===== config.mk =====
export PLATFORM = sky130hd
export DESIGN_NAME = bsg_manycore_endpoint_tx
export DESIGN_NICKNAME = d
export VERILOG_FILES = /design/src/rtl/bsg_manycore_endpoint_tx_pkg.sv /design/src/rtl/bsg_two_fifo.sv /design/src/rtl/bsg_manycore_endpoint_tx.sv
export SDC_FILE = /design/constraint.sdc
export NUM_CORES = 1
export LEC_CHECK = 0
export BUFFER_PORTS_ARGS = -buffer_cell sky130_fd_sc_hd__buf_2
export CAP_MARGIN = 15
export CORE_MARGIN = 3
export CORE_UTILIZATION = 50
export DETAILED_ROUTE_END_ITERATION = 6
export PLACE_DENSITY = 0.82
export SLEW_MARGIN = 20
export SYNTH_ARGS = -nofsm -noshare
export SYNTH_HDL_FRONTEND = slang
export SYNTH_SLANG_ARGS = --single-unit

===== constraint.sdc =====
create_clock -name clk_i -period 5.07 [get_ports clk_i]
set_clock_uncertainty 0.15 [all_clocks]
set_input_delay 0 -clock clk_i [delete_from_list [all_inputs] [get_ports clk_i]]
set_output_delay 0 -clock clk_i [all_outputs]
set_load 0.1 [all_outputs]

===== src/rtl/bsg_manycore_endpoint_tx_pkg.sv =====
// Shared manycore packet-width helpers and credit-state encoding
// for the endpoint transmit path.
package bsg_manycore_endpoint_tx_pkg;

    // Default coordinate width; every real instance overrides it.
    localparam int bsg_inv_width_gp = 1;

    localparam int bsg_manycore_op_width_gp = 2;
    localparam int bsg_manycore_ret_type_width_gp = 2;

    typedef enum logic [1:0] {
        CREDIT_IDLE    = 2'd0,
        CREDIT_ACTIVE  = 2'd1,
        CREDIT_STALLED = 2'd2
    } credit_state_e;

    function automatic int bsg_manycore_packet_width(
        input int addr_w,
        input int data_w,
        input int x_w,
        input int y_w
    );
        return bsg_manycore_op_width_gp + bsg_manycore_ret_type_width_gp
             + addr_w + data_w + 2 * (x_w + y_w);
    endfunction

    function automatic int bsg_manycore_return_packet_width(
        input int data_w,
        input int x_w,
        input int y_w
    );
        return bsg_manycore_ret_type_width_gp + data_w + x_w + y_w;
    endfunction

endpackage


===== src/rtl/bsg_two_fifo.sv =====
// Two-entry valid/ready FIFO; ready_o depends only on occupancy,
// and a written entry is visible on data_o from the next cycle.
module bsg_two_fifo #(
    parameter int width_p = 8
) (
    input  logic               clk_i,
    input  logic               reset_i,
    output logic               ready_o,
    input  logic [width_p-1:0] data_i,
    input  logic               v_i,
    output logic               v_o,
    output logic [width_p-1:0] data_o,
    input  logic               yumi_i
);

    logic [width_p-1:0] mem_r [2];
    logic [1:0]         count_r;
    logic               wptr_r;
    logic               rptr_r;
    logic               enq;
    logic               deq;

    assign ready_o = (count_r != 2'd2);
    assign v_o     = (count_r != 2'd0);
    assign enq     = v_i & ready_o;
    assign deq     = yumi_i & v_o;
    assign data_o  = mem_r[rptr_r];

    always_ff @(posedge clk_i or posedge reset_i) begin
        if (reset_i) begin
            count_r <= 2'd0;
            wptr_r  <= 1'b0;
            rptr_r  <= 1'b0;
        end else begin
            if (enq) wptr_r <= ~wptr_r;
            if (deq) rptr_r <= ~rptr_r;
            unique case ({enq, deq})
                2'b10:   count_r <= count_r + 2'd1;
                2'b01:   count_r <= count_r - 2'd1;
                default: count_r <= count_r;
            endcase
        end
    end

    // Storage needs no reset: occupancy alone qualifies it.
    always_ff @(posedge clk_i) begin
        if (enq) mem_r[wptr_r] <= data_i;
    end

endmodule


===== src/rtl/bsg_manycore_endpoint_tx.sv =====
// Manycore endpoint transmit side: buffered requests, credit tracking,
// registered returns. Define BSG_MANYCORE_ENDPOINT_TX_CREDIT_ERR_EN for error_o.
module bsg_manycore_endpoint_tx
    import bsg_manycore_endpoint_tx_pkg::*;
#(
    parameter int x_cord_width_p    = bsg_inv_width_gp,
    parameter int y_cord_width_p    = bsg_inv_width_gp,
    parameter int data_width_p      = 32,
    parameter int addr_width_p      = 32,
    parameter int max_out_credits_p = 16,
    localparam int packet_width_lp =
        bsg_manycore_packet_width(addr_width_p, data_width_p,
                                  x_cord_width_p, y_cord_width_p),
    localparam int return_packet_width_lp =
        bsg_manycore_return_packet_width(data_width_p,
                                         x_cord_width_p, y_cord_width_p),
    localparam int credit_width_lp = $clog2(max_out_credits_p + 1)
) (
    input  logic                              clk_i,
    input  logic                              reset_i,
    input  logic [packet_width_lp-1:0]        packet_i,
    input  logic                              v_i,
    output logic                              ready_o,
    output logic [packet_width_lp-1:0]        packet_o,
    output logic                              v_o,
    input  logic                              ready_i,
    input  logic                              return_v_i,
    input  logic [return_packet_width_lp-1:0] return_data_i,
    output logic                              return_v_r_o,
    output logic [return_packet_width_lp-1:0] return_data_r_o,
    output logic [credit_width_lp-1:0]        out_credits_o,
    output logic                              idle_o,
    output logic                              error_o
);

    localparam logic [credit_width_lp-1:0] max_credits_lp =
        credit_width_lp'(max_out_credits_p);
    localparam logic [credit_width_lp-1:0] one_lp = credit_width_lp'(1);

    logic [credit_width_lp-1:0] credits_r;
    logic [credit_width_lp-1:0] credits_n;
    credit_state_e              credit_state;
    logic                       fifo_ready;
    logic                       fifo_v;
    logic                       accept;

    bsg_two_fifo #(
        .width_p (packet_width_lp)
    ) fifo (
        .clk_i   (clk_i),
        .reset_i (reset_i),
        .ready_o (fifo_ready),
        .data_i  (packet_i),
        .v_i     (accept),
        .v_o     (fifo_v),
        .data_o  (packet_o),
        .yumi_i  (fifo_v & ready_i)
    );

    always_comb begin
        credit_state = CREDIT_ACTIVE;
        if (credits_r == max_credits_lp) credit_state = CREDIT_IDLE;
        else if (credits_r == '0)        credit_state = CREDIT_STALLED;
    end

    assign ready_o       = fifo_ready & (credit_state != CREDIT_STALLED);
    assign accept        = v_i & ready_o;
    assign v_o           = fifo_v;
    assign out_credits_o = credits_r;
    assign idle_o        = (credit_state == CREDIT_IDLE) & ~fifo_v;

    // A return with all credits already home saturates instead of wrapping.
    always_comb begin
        credits_n = credits_r;
        unique case ({accept, return_v_i})
            2'b10: credits_n = credits_r - one_lp;
            2'b01: begin
                if (credits_r != max_credits_lp) credits_n = credits_r + one_lp;
            end
            default: credits_n = credits_r;
        endcase
    end

    always_ff @(posedge clk_i or posedge reset_i) begin
        if (reset_i) credits_r <= max_credits_lp;
        else         credits_r <= credits_n;
    end

    always_ff @(posedge clk_i or posedge reset_i) begin
        if (reset_i) begin
            return_v_r_o    <= 1'b0;
            return_data_r_o <= '0;
        end else begin
            return_v_r_o    <= return_v_i;
            return_data_r_o <= return_data_i;
        end
    end

`ifdef BSG_MANYCORE_ENDPOINT_TX_CREDIT_ERR_EN
    logic error_r;
    logic overflow;

    assign overflow = return_v_i & ~accept & (credits_r == max_credits_lp);

    always_ff @(posedge clk_i or posedge reset_i) begin
        if (reset_i)       error_r <= 1'b0;
        else if (overflow) error_r <= 1'b1;
    end

    assign error_o = error_r;
`else
    assign error_o = 1'b0;
`endif

endmodule


== Yosys cells after proc, flatten, opt, wreduce, memory -nomap -nowiden ==
Memory sizes are Yosys's and may differ from the RTL's.
Cells that the tools add are included.
Word-level totals
  register bits after elaboration: 46
  latch bits: 0
  memory bits (writable): 144
  memory bits (read-only): 0
  output and inout port bits: 118
  logic and storage cells: 42
  memories: 1
Memories
  fifo.mem_r: words 2, bits a word 72, read ports 1, clocked after memory_dff 0, write ports 1, line bsg_two_fifo.sv:16  | logic [width_p-1:0] mem_r [2];
Operators by class
  $add $sub $neg: 4
  multipliers: 0
  div/mod/pow operators: 0
  $lt $le $gt $ge: 0
  equality and inequality tests: 9
  shifts and indexed selects: 0
  mux-type cells: 7
  bitwise gates (word level): 9
  reductions and logical operators: 6
Operator list (count)
  5-bit case mux with 2 select lines: 1
  1-bit AND: 6
  2-bit != test, second input constant: 3
  2-bit nonzero test: 3
  5-bit by 1-bit adder with 5-bit output, second input constant: 1
  5-bit == test, second input constant: 1
  5-bit logical NOT: 1
  5-bit two-way mux: 1
  5-bit != test, second input constant: 1
  5-bit by 1-bit subtractor with 5-bit output, second input constant: 1
  2-bit by 1-bit == test with 1-bit output, second input constant: 2
  2-bit == test, second input constant: 2
  2-bit two-way mux: 2
  2-bit case mux with 2 select lines: 1
  1-bit inverter: 3
  2-bit by 1-bit adder with 2-bit output, second input constant: 1
  2-bit logical NOT: 1
  1-bit two-way mux: 2
  2-bit AND reduction: 1
  2-bit by 1-bit subtractor with 2-bit output, second input constant: 1

== Longest topological paths before layout ==
Gate-level depths: netlist of run 1.
  depth in word-level cells: 9
  depth in mapped cells: 10
  gate-level depth less buffers: 9

== Modules after synthesis ==
Synthesis of run 1 repeated with hierarchy kept, for this count alone.
Unflattened totals
  cell total of the unflattened synthesis: 337
  area, all modules: 7101.8 µm²
By module, submodules not included
  bsg_two_fifo: times used 1, cells each 242, area each 5683.0 µm², sequential area each 4424.2 µm²
  bsg_manycore_endpoint_tx: times used 1, cells each 95, area each 1418.9 µm², sequential area each 1052.3 µm²

== Worst setup path after synthesis of run 1 ==
OpenSTA, ideal clock, no wires.
  path type: reg2reg
  from: register credits_r[0] (netlist: out_credits_o[0])
  to: memory fifo.mem_r[0][0] (netlist name), enable pin
  library setup time: 503 ps
  arrival time: 4578 ps
  setup slack: -161 ps
  stages on the path, launching flop included: 5
  period minus slack after synthesis: 5231 ps
  cell sequence: dfrtp_1 > or4_4 > buf_6 > o211ai_1 > nor2_1
On the way
  longest elaborated chain between the ends: 9
  elaborated cells on any way between the ends: 10
  those cells by class: eq/ne (2); mux (4); bitwise (3); reduce/logical (1)
Ends and longest elaborated chain
  start, declared: line bsg_manycore_endpoint_tx.sv:40  | logic [credit_width_lp-1:0] credits_r;
  start signal, assigned: line bsg_manycore_endpoint_tx.sv:85  | if (reset_i) credits_r <= max_credits_lp;
  start signal, assigned: line bsg_manycore_endpoint_tx.sv:86  | else credits_r <= credits_n;
  5-bit logical NOT: line bsg_manycore_endpoint_tx.sv:63  | else if (credits_r == '0) credit_state = CREDIT_STALLED;
  2-bit two-way mux: line bsg_manycore_endpoint_tx.sv:63
  2-bit two-way mux (*): line bsg_manycore_endpoint_tx.sv:62  | if (credits_r == max_credits_lp) credit_state = CREDIT_IDLE;
  2-bit != test (*): line bsg_manycore_endpoint_tx.sv:66  | assign ready_o = fifo_ready & (credit_state != CREDIT_STALLED);
  1-bit AND (*): line bsg_manycore_endpoint_tx.sv:66
  1-bit AND (*): line bsg_manycore_endpoint_tx.sv:67  | assign accept = v_i & ready_o;
  1-bit AND (*): line bsg_two_fifo.sv:25  | assign enq = v_i & ready_o;
  1-bit two-way mux (*): line bsg_two_fifo.sv:47  | if (enq) mem_r[wptr_r] <= data_i;
  1-bit two-way mux (not written as such) (*): line bsg_two_fifo.sv:47
  end, declared: line bsg_two_fifo.sv:16
Mark *: on every way between the ends. The rest lies on a longest branch, timed or not.

== Worst setup path after layout of run 1 ==
  from: register credits_r[1] (netlist: out_credits_o[1])
  to: register credits_r[4] (netlist: out_credits_o[4])
On the way
  longest elaborated chain between the ends: 9
  elaborated cells on any way between the ends: 17
  those cells by class: add/sub (2); eq/ne (6); mux (4); bitwise (2); reduce/logical (3)
Ends and longest elaborated chain
  5-bit logical NOT: line bsg_manycore_endpoint_tx.sv:63
  2-bit two-way mux: line bsg_manycore_endpoint_tx.sv:63
  2-bit two-way mux: line bsg_manycore_endpoint_tx.sv:62
  2-bit != test: line bsg_manycore_endpoint_tx.sv:66
  1-bit AND: line bsg_manycore_endpoint_tx.sv:66
  1-bit AND: line bsg_manycore_endpoint_tx.sv:67
  2-bit by 1-bit == test with 1-bit output / 2-bit == test (equally long branches): line bsg_manycore_endpoint_tx.sv:75  | unique case ({accept, return_v_i})
  2-bit != test (no line) / 2-bit nonzero test (equally long branches)
  2-bit AND reduction (no line)
Several ways; a longest one is shown, not always the timed one. The select of a mux whose other input is x is not followed.
A chain may end at the register's enable or synchronous reset.

==> results of run 1 <==
registers in the layout (all words and copies together) (netlist names):
signal           flops
fifo.mem_r         144
return_data_r_o     36
out_credits_o        5
fifo.count_r         2
fifo.rptr_r          1
fifo.wptr_r          1
return_v_r_o         1
cell type report:
| class | instances | share of cell area, % |
|---|---|---|
| Sequential cell | 190 | 56.1 |
| Timing Repair Buffer | 344 | 23.4 |
| Multi-Input combinational cell | 120 | 12.4 |
| Inverter | 7 | 0.269 |
| Clock buffer | 18 | 4.39 |
| Clock inverter | 14 | 1.20 |
| Tap cell | 172 | 2.20 |
through the flow:
| step | cells | hold WS (ns) |
|---|---|---|
| 2_1_floorplan | 328 | -0.119 |
| 3_3_place_gp | 721 | -0.0424 |
| 3_5_place_dp | 721 | -0.0407 |
| 4_1_cts | 865 | 0.0436 |
| 5_1_grt | 865 | 0.0550 |
| 6_report | 865 | 0.0715 |
cells by family after synthesis:
group | share of synthesized area (%)
DFF | 81.1
muxes | 12.6
and+or+nand+nor | 1.74
buffers and inverters | 1.19
AOI/OAI and AO/OA | 1.00
xor gates and xnor gates | 1.04
adders and majority gates | 1.22
other | 0.0556
layout by cell type (no fill, tap or decap), types with 4 or more instances in the layout:
master	instances
buf_2	229
edfxtp_1	144
dlygate4sd3_1	112
mux2_1	69
dfrtp_1	44
clkbuf_16	17
inv_1	6
nand2_1	5
xnor2_1	5
ha_1	5
clkinv_1	4
synthesized netlist by cell type (3+ instances only):
cell type / number / share of area (%)
nor2_1: 3 / 0.17
dfrtp_1: 45 / 17
xnor2_1: 5 / 0.65
inv_1: 7 / 0.39
ha_1: 5 / 0.93
clkbuf_1: 8 / 0.44
mux2_2: 3 / 0.50
nand2_1: 5 / 0.28
edfxtp_1: 144 / 64
mux2_1: 69 / 12
xor2_1: 3 / 0.39
final timing paths:
check	start	slack (ns)	to	cells after the start
min in group asynchronous	reset_i	0.12	return_data_r_o[31]	4
max in group asynchronous	reset_i	4.23	fifo.rptr_r	4
max reg2reg	out_credits_o[1]	1.70	out_credits_o[4]	8
min reg2reg	fifo.count_r[1]	0.37	fifo.count_r[1]	1
min	return_data_i[23]	0.07	return_data_r_o[23]	2
max	out_credits_o[1]	1.70	out_credits_o[4]	8
routing by layer:
layer	vias up	part of all wire, %
li1	1950	-
met1	2021	36
met2	218	52
met3	30	9.1
met4	0	2.8
met5	-	0
what timing repair did:
action / in CTS / in global routing
hold buffers: 112 / 0
endpoints found under the hold margin: 230 / 0
gates resized for setup: 0 / 0
==> impl_metrics.json, run 1 <==
{
  "status": "finished, final reports clean",
  "clock_latency_ns": 0.42,
  "cts_sinks": 190,
  "tightest_slew_ns": 1.00,
  "critPathMaxStageDelay_ns": 0.61,
  "io_buffers": 229,
  "slew_headroom_pct": 33.1,
  "worstPathMaxFanout": 8,
  "worstSetupEndpointType": "flop",
  "synth_seq_area_share_pct": 81.1,
  "placed_area_um2": 8100,
  "grt_busiest_layer": "met2",
  "netlist_instances": 328,
  "place_congestion": 0.870,
  "cts-root-buf": "clkbuf_16",
  "overflow": 0,
  "timing.fmax_mhz": 297,
  "fillers": 749,
  "cp_num_buf_inv": 0,
  "grtUsageMet1_pct": 22.9,
  "tritoncts": "done",
  "grt_pass1_wl_mm": 24.0,
  "vias": 4219,
  "grt_usage_pct": 21.7,
  "totalWireLength_mm": 15.8,
  "grt_max_degree": 74,
  "numCtsBuffers": 17,
  "hold_viol_final": 0,
  "finalCriticalPeriod_ns": 3.37,
  "maxCapViolCount": 0,
  "cts-htree-levels": 4,
  "yosysWarnings": 0,
  "wl_per_cell_um": 18.3,
  "hp-class": "primary input to flop",
  "clk_pin_slew_worst_paths_ns": 0.07,
  "pin_count": 231,
  "fin_nets": 799,
  "cts_post_setup_buffers_inserted": 0,
  "synth_ff_type": "edfxtp_1",
  "worst_ep_arrival_time_ns": 3.56,
  "critPathLaunchType": "flop",
  "maxSlewViolCount": 0,
  "firstDrtPassIters": 4,
  "required_ns": 5.26,
  "die_h_um": 122,
  "tns_ns": 0,
  "use_met3_pct": 8.17,
  "postRouteAntennaNets": 0,
  "die_area_um2": 14900,
  "finalSetupViolCount": 0,
  "cts.path.max_buffers": 2,
  "avgSynthCellArea_um2": 20.6,
  "die_w_um": 122,
  "start_util_pct": 52.2,
  "grt_pass1_vias": 4718,
  "dpl.hpwl_mm": 9.17,
  "cp_top_family": "compound AO/OA/AOI/OAI gates",
  "synth_fp_nets": 447,
  "slowest_stage": "or4_4",
  "synth_edf_count": 144,
  "diodes": 0,
  "syn_to_final_growth_pct": 44.7,
  "multi_input_area_um2": 1210,
  "place_ws_ns": 1.81,
  "route.detailed.drc": 0,
  "synth_seq_cells": 190,
  "drive_gt1_share_pct": 39.2,
  "via_per_inst": 4.88,
  "async_flop_share_pct": 24.2,
  "ff_latch_area_um2": 5480,
  "rsz0062_at_grt": "false",
  "final_area_um2": 9770,
  "post-route-util_pct": 75.5,
  "core_area_um2": 12900,
  "synth.distinct_cells": 35,
  "met2_usage_pct": 38.8,
  "antenna_found_initial": 0,
  "min_period_over_period_pct": 66.5,
  "setup_ws_ns": 1.70,
  "worstSetupPathType": "flop to flop",
  "path_cells": "or4_4, o211ai_1, nand2_1, ha_1, nand3b_1, a221o_1, o21a_1, o221ai_1",
  "syn_area_um2": 6750,
  "core.rowCount": 41,
  "drt_iter0_markers": 266
}
Power of run 1 is not shown: default switching activity piles up to over one toggle a cycle in this logic, so the estimate is an artifact.
==> run 2: changes to the inputs <==
- clock period: 5.07 -> 3.41 ns (I/O delays scaled with it)
==> impl_metrics.json, run 2 (synthesized netlist as in run 1, its figures left out) <==
{
  "status": "finished, final reports clean",
  "via_per_inst": 4.99,
  "worst_ep_arrival_time_ns": 3.25,
  "die_w_um": 122,
  "timing.fmax_mhz": 324,
  "worstSetupEndpointType": "flop",
  "critPathLaunchType": "flop",
  "diodes": 0,
  "fin_nets": 799,
  "cts_post_setup_buffers_inserted": 0,
  "holdWs_ns": 0.0751,
  "maxSlewViolCount": 0,
  "mostFrequentLayoutCell": "buf_2",
  "tightest_slew_ns": 0.998,
  "finalCriticalPeriod_ns": 3.08,
  "antenna_found_initial": 0,
  "maxCapViolCount": 0,
  "place_congestion": 0.816,
  "largest_register": "fifo.mem_r",
  "setup_ws_ns": 0.328,
  "worstPathMaxFanout": 8,
  "postRouteAntennaNets": 0,
  "hold_viol_final": 0,
  "die_h_um": 122,
  "fin_cells": 865,
  "grt_pass1_vias": 4856,
  "grt_usage_pct": 23.2,
  "route.detailed.drc": 0,
  "cts-root-buf": "clkbuf_16",
  "dp.cells": 721,
  "cts_sinks": 190,
  "place_ws_ns": 0.479,
  "drive_gt1_share_pct": 39.4,
  "die_area_um2": 14900,
  "rsz0062_at_grt": "false",
  "vias": 4315,
  "clock_latency_ns": 0.42,
  "start_util_pct": 52.2,
  "wl_per_cell_um": 19.3,
  "overflow": 0,
  "grt_max_degree": 74,
  "tritoncts": "done",
  "numCtsBuffers": 17,
  "cts-htree-levels": 4,
  "mostFrequentLayoutCells": "buf_2, edfxtp_1, dlygate4sd3_1, mux2_1, dfrtp_1",
  "post-route-util_pct": 75.7,
  "fillers": 728,
  "grt_pass1_wl_mm": 25.4,
  "totalWireLength_mm": 16.7,
  "min_period_over_period_pct": 90.4,
  "syn_to_final_growth_pct": 45.0,
  "hp-class": "primary input to flop",
  "finalSetupViolCount": 0,
  "core.rowCount": 41,
  "firstDrtPassIters": 4,
  "clk_pin_slew_worst_paths_ns": 0.07,
  "slew_headroom_pct": 33.5,
  "drt_iter0_markers": 249,
  "dpl.hpwl_mm": 9.44,
  "worstSetupPathType": "flop to flop",
  "pin_count": 231,
  "core_area_um2": 12900,
  "largest_register_ffs": 144,
  "io_buffers": 229,
  "cts.path.max_buffers": 2,
  "required_ns": 3.58
}
-- run 2: metal layers --
metal,track usage (%),wire [µm],share of wire [%],up-vias
met2,42.4,9080,54,240
met4,10.3,427,2.6,0
met5,0,0,0,-
met3,8.03,1500,9.0,38
li1,-,-,-,1947
met1,24.1,5730,34,2090
-- run 2: area by class of cell --
class,instances,area (µm²),area share (%)
inverter,7,26.3,0.268
clock inverter,10,115,1.18
clock buffer,22,454,4.64
sequential,190,5480,56.0
tap,172,215,2.20
timing repair buffer,344,2290,23.4
multi-input combinational,120,1210,12.3
-- run 2: stage by stage --
stage | TNS [ns] | cell area (µm²)
after floorplan | -91.04 | 6750
after global placement | 0 | 8100
after detailed placement | 0 | 8100
after CTS | 0 | 9790
after global routing | 0 | 9790
final | 0 | 9790
-- run 2: critical path, stage by stage (launching register included) --
cell and delay, ns:
dfrtp_1 0.45, or4_4 0.61, o211ai_1 0.19, buf_4 0.20, nand2_1 0.16, ha_1 0.38, nand3b_1 0.13, a221o_1 0.35
o21a_1 0.14, o221ai_1 0.23
-- run 2: what timing repair did --
| action | CTS | global route |
|---|---|---|
| hold endpoints to repair | 230 | 0 |
| hold buffers | 112 | 0 |
| gates resized for setup | 0 | 0 |
-- run 2: worst paths after layout --
check | start | end | slack [ns] | cells after the start
hold / removal | return_data_i[3] | return_data_r_o[3] | 0.08 | 2
setup reg to reg | out_credits_o[0] | out_credits_o[4] | 0.33 | 9
min in group asynchronous | reset_i | return_data_r_o[21] | 0.20 | 3
max in group asynchronous | reset_i | fifo.rptr_r | 2.23 | 3
hold reg to reg | fifo.count_r[1] | fifo.count_r[1] | 0.37 | 1
setup / recovery | out_credits_o[0] | out_credits_o[4] | 0.33 | 9
Power of run 2 is left out for the same reason.
==> run 3: changes to the inputs <==
--- a/config.mk
+++ b/config.mk
@@ -9,2 +9,3 @@
 export CAP_MARGIN = 15
+export CORE_ASPECT_RATIO = 1.5
 export CORE_MARGIN = 3
==> constraint.sdc (replaced) <==
create_clock -name clk_i -period 3.41 [get_ports clk_i]
set_clock_uncertainty 0.15 [all_clocks]
set_input_delay 0.341 -clock clk_i [delete_from_list [all_inputs] [get_ports clk_i]]
set_output_delay 0.341 -clock clk_i [all_outputs]
set_load 0.1 [all_outputs]
==> impl_metrics.json, run 3 (synthesized netlist as in run 1, its figures left out) <==
{
  "dp.cells": 711,
  "rsz0062_at_grt": "false",
  "regToRegSetupSlack_ns": 0.52,
  "maxCapViolCount": 0,
  "largest_register": "fifo.mem_r",
  "route.detailed.drc": 0,
  "r2r_cells": 8,
  "die_h_um": 148,
  "cts-root-buf": "clkbuf_16",
  "cts_post_setup_buffers_inserted": 0,
  "vias": 4327,
  "grt_usage_pct": 22.8,
  "place_congestion": 0.779,
  "via_per_inst": 5.07,
  "grt_max_degree": 53,
  "setup_ws_ns": 0.520,
  "drive_gt1_share_pct": 40.3,
  "core.rowCount": 51,
  "mostFrequentLayoutCell": "buf_2",
  "dpl.hpwl_mm": 9.97,
  "cp_top_family": "simple AND/OR/NAND/NOR gates",
  "critPathLaunchType": "flop",
  "place_ws_ns": 0.684,
  "clock_latency_ns": 0.42,
  "wl_per_cell_um": 19.4,
  "reg2reg_to": "out_credits_o[4]",
  "critPathMaxStageDelay_ns": 0.60,
  "numCtsBuffers": 17,
  "largest_register_ffs": 144,
  "drt_iter0_markers": 230,
  "syn_to_final_growth_pct": 45.3,
  "pin_count": 231,
  "worstSetupPathType": "flop to flop",
  "totalWireLength_mm": 16.5,
  "worst_ep_arrival_time_ns": 3.08,
  "cts.path.max_buffers": 2,
  "slew_headroom_pct": 55.4,
  "fin_cells": 853,
  "tightest_slew_ns": 0.667,
  "r2r-start": "out_credits_o[0]",
  "clk_pin_slew_worst_paths_ns": 0.07,
  "maxSlewViolCount": 0,
  "finalSetupViolCount": 0,
  "placed_area_um2": 8130,
  "cp_num_buf_inv": 0,
  "antenna_found_initial": 0,
  "cts_sinks": 190,
  "timing.fmax_mhz": 346,
  "hold_path_end": "fifo.rptr_r",
  "firstDrtPassIters": 4,
  "cts-htree-levels": 4,
  "diodes": 0,
  "final_area_um2": 9810,
  "cts_resized": 0,
  "path_cells": "or4_4, o211ai_1, nand2_1, ha_1, nand3b_1, a221o_1, o21a_1, o221ai_1",
  "fin_nets": 800,
  "min_from": "ready_i",
  "hold_viol_final": 0,
  "required_ns": 3.60,
  "status": "finished, final reports clean",
  "mostFrequentLayoutCells": "buf_2, edfxtp_1, dlygate4sd3_1, mux2_1, dfrtp_1",
  "die_w_um": 101,
  "core_area_um2": 13100,
  "worstSetupEndpointType": "flop",
  "overflow": 0,
  "finalCriticalPeriod_ns": 2.89,
  "min_period_over_period_pct": 84.7,
  "worstPathMaxFanout": 8,
  "whs_path_depth": 3,
  "slowest_stage": "or4_4",
  "io_buffers": 229,
  "grt_pass1_vias": 4987,
  "holdWs_ns": 0.0963,
  "tritoncts": "done",
  "postRouteAntennaNets": 0,
  "die_area_um2": 15000,
  "hp-class": "primary input to flop",
  "grt_pass1_wl_mm": 25.8,
  "start_util_pct": 51.6,
  "cts_hold_buf": 110
}
==> run 3: changes by cell type in the layout (fill, tap and decap cells not counted), sizes merged <==
cell	previous run	this run
clkinv	4	6
buf	232	235
clkbuf	22	19
clkinvlp	3	0
inv	8	14
bufinv	2	0
dlygate4sd3	112	110
==> run 3: how the worst max path moves through the flow <==
| stage | cells past startpoint | start | slack (ns) | end |
|---|---|---|---|---|
| after detailed placement | 8 | out_credits_o[0] | 0.68 | out_credits_o[4] |
| after global placement | 8 | out_credits_o[0] | 0.79 | out_credits_o[4] |
| after floorplan | 4 | out_credits_o[0] | -0.63 | fifo.mem_r[0][0] |
| final | 8 | out_credits_o[0] | 0.52 | out_credits_o[4] |
| after CTS | 8 | out_credits_o[0] | 0.64 | out_credits_o[4] |
| after global routing | 8 | out_credits_o[0] | 0.35 | out_credits_o[4] |
==> run 3: cell type report <==
cell class | instances | area, µm²
flip-flops and latches | 190 | 5480
fillers | 730 | 3280
repair buffers | 345 | 2320
multi-input cells | 120 | 1210
clock buffers | 19 | 453
well taps | 159 | 199
clock inverters | 13 | 118
inverters | 7 | 26.3
==> run 3: metal layers <==
metal / share of wire, % / global-route usage [%] / wire (µm) / up-vias
li1: - / - / - / 1949
met1: 34 / 24.3 / 5570 / 2117
met2: 55 / 41.3 / 9160 / 218
met3: 7.3 / 6.29 / 1200 / 43
met4: 3.7 / 10.0 / 607 / 0
met5: 0 / 0 / 0 / -
==> run 3: worst register-to-register path, cell delays in order, from the launching register on <==
cell      delay [ns]
dfrtp_1         0.44
or4_4           0.60
o211ai_1        0.26
nand2_1         0.19
ha_1            0.39
nand3b_1        0.13
a221o_1         0.34
o21a_1          0.13
o221ai_1        0.17
==> run 3: per-stage QoR <==
step	util (%)	TNS [ns]
6_report	75.0	0
3_5_place_dp	62.2	0
2_1_floorplan	-	-91.27
5_1_grt	75.0	0
3_3_place_gp	62.2	0
4_1_cts	75.0	0
Power of run 3 is left out for the same reason.
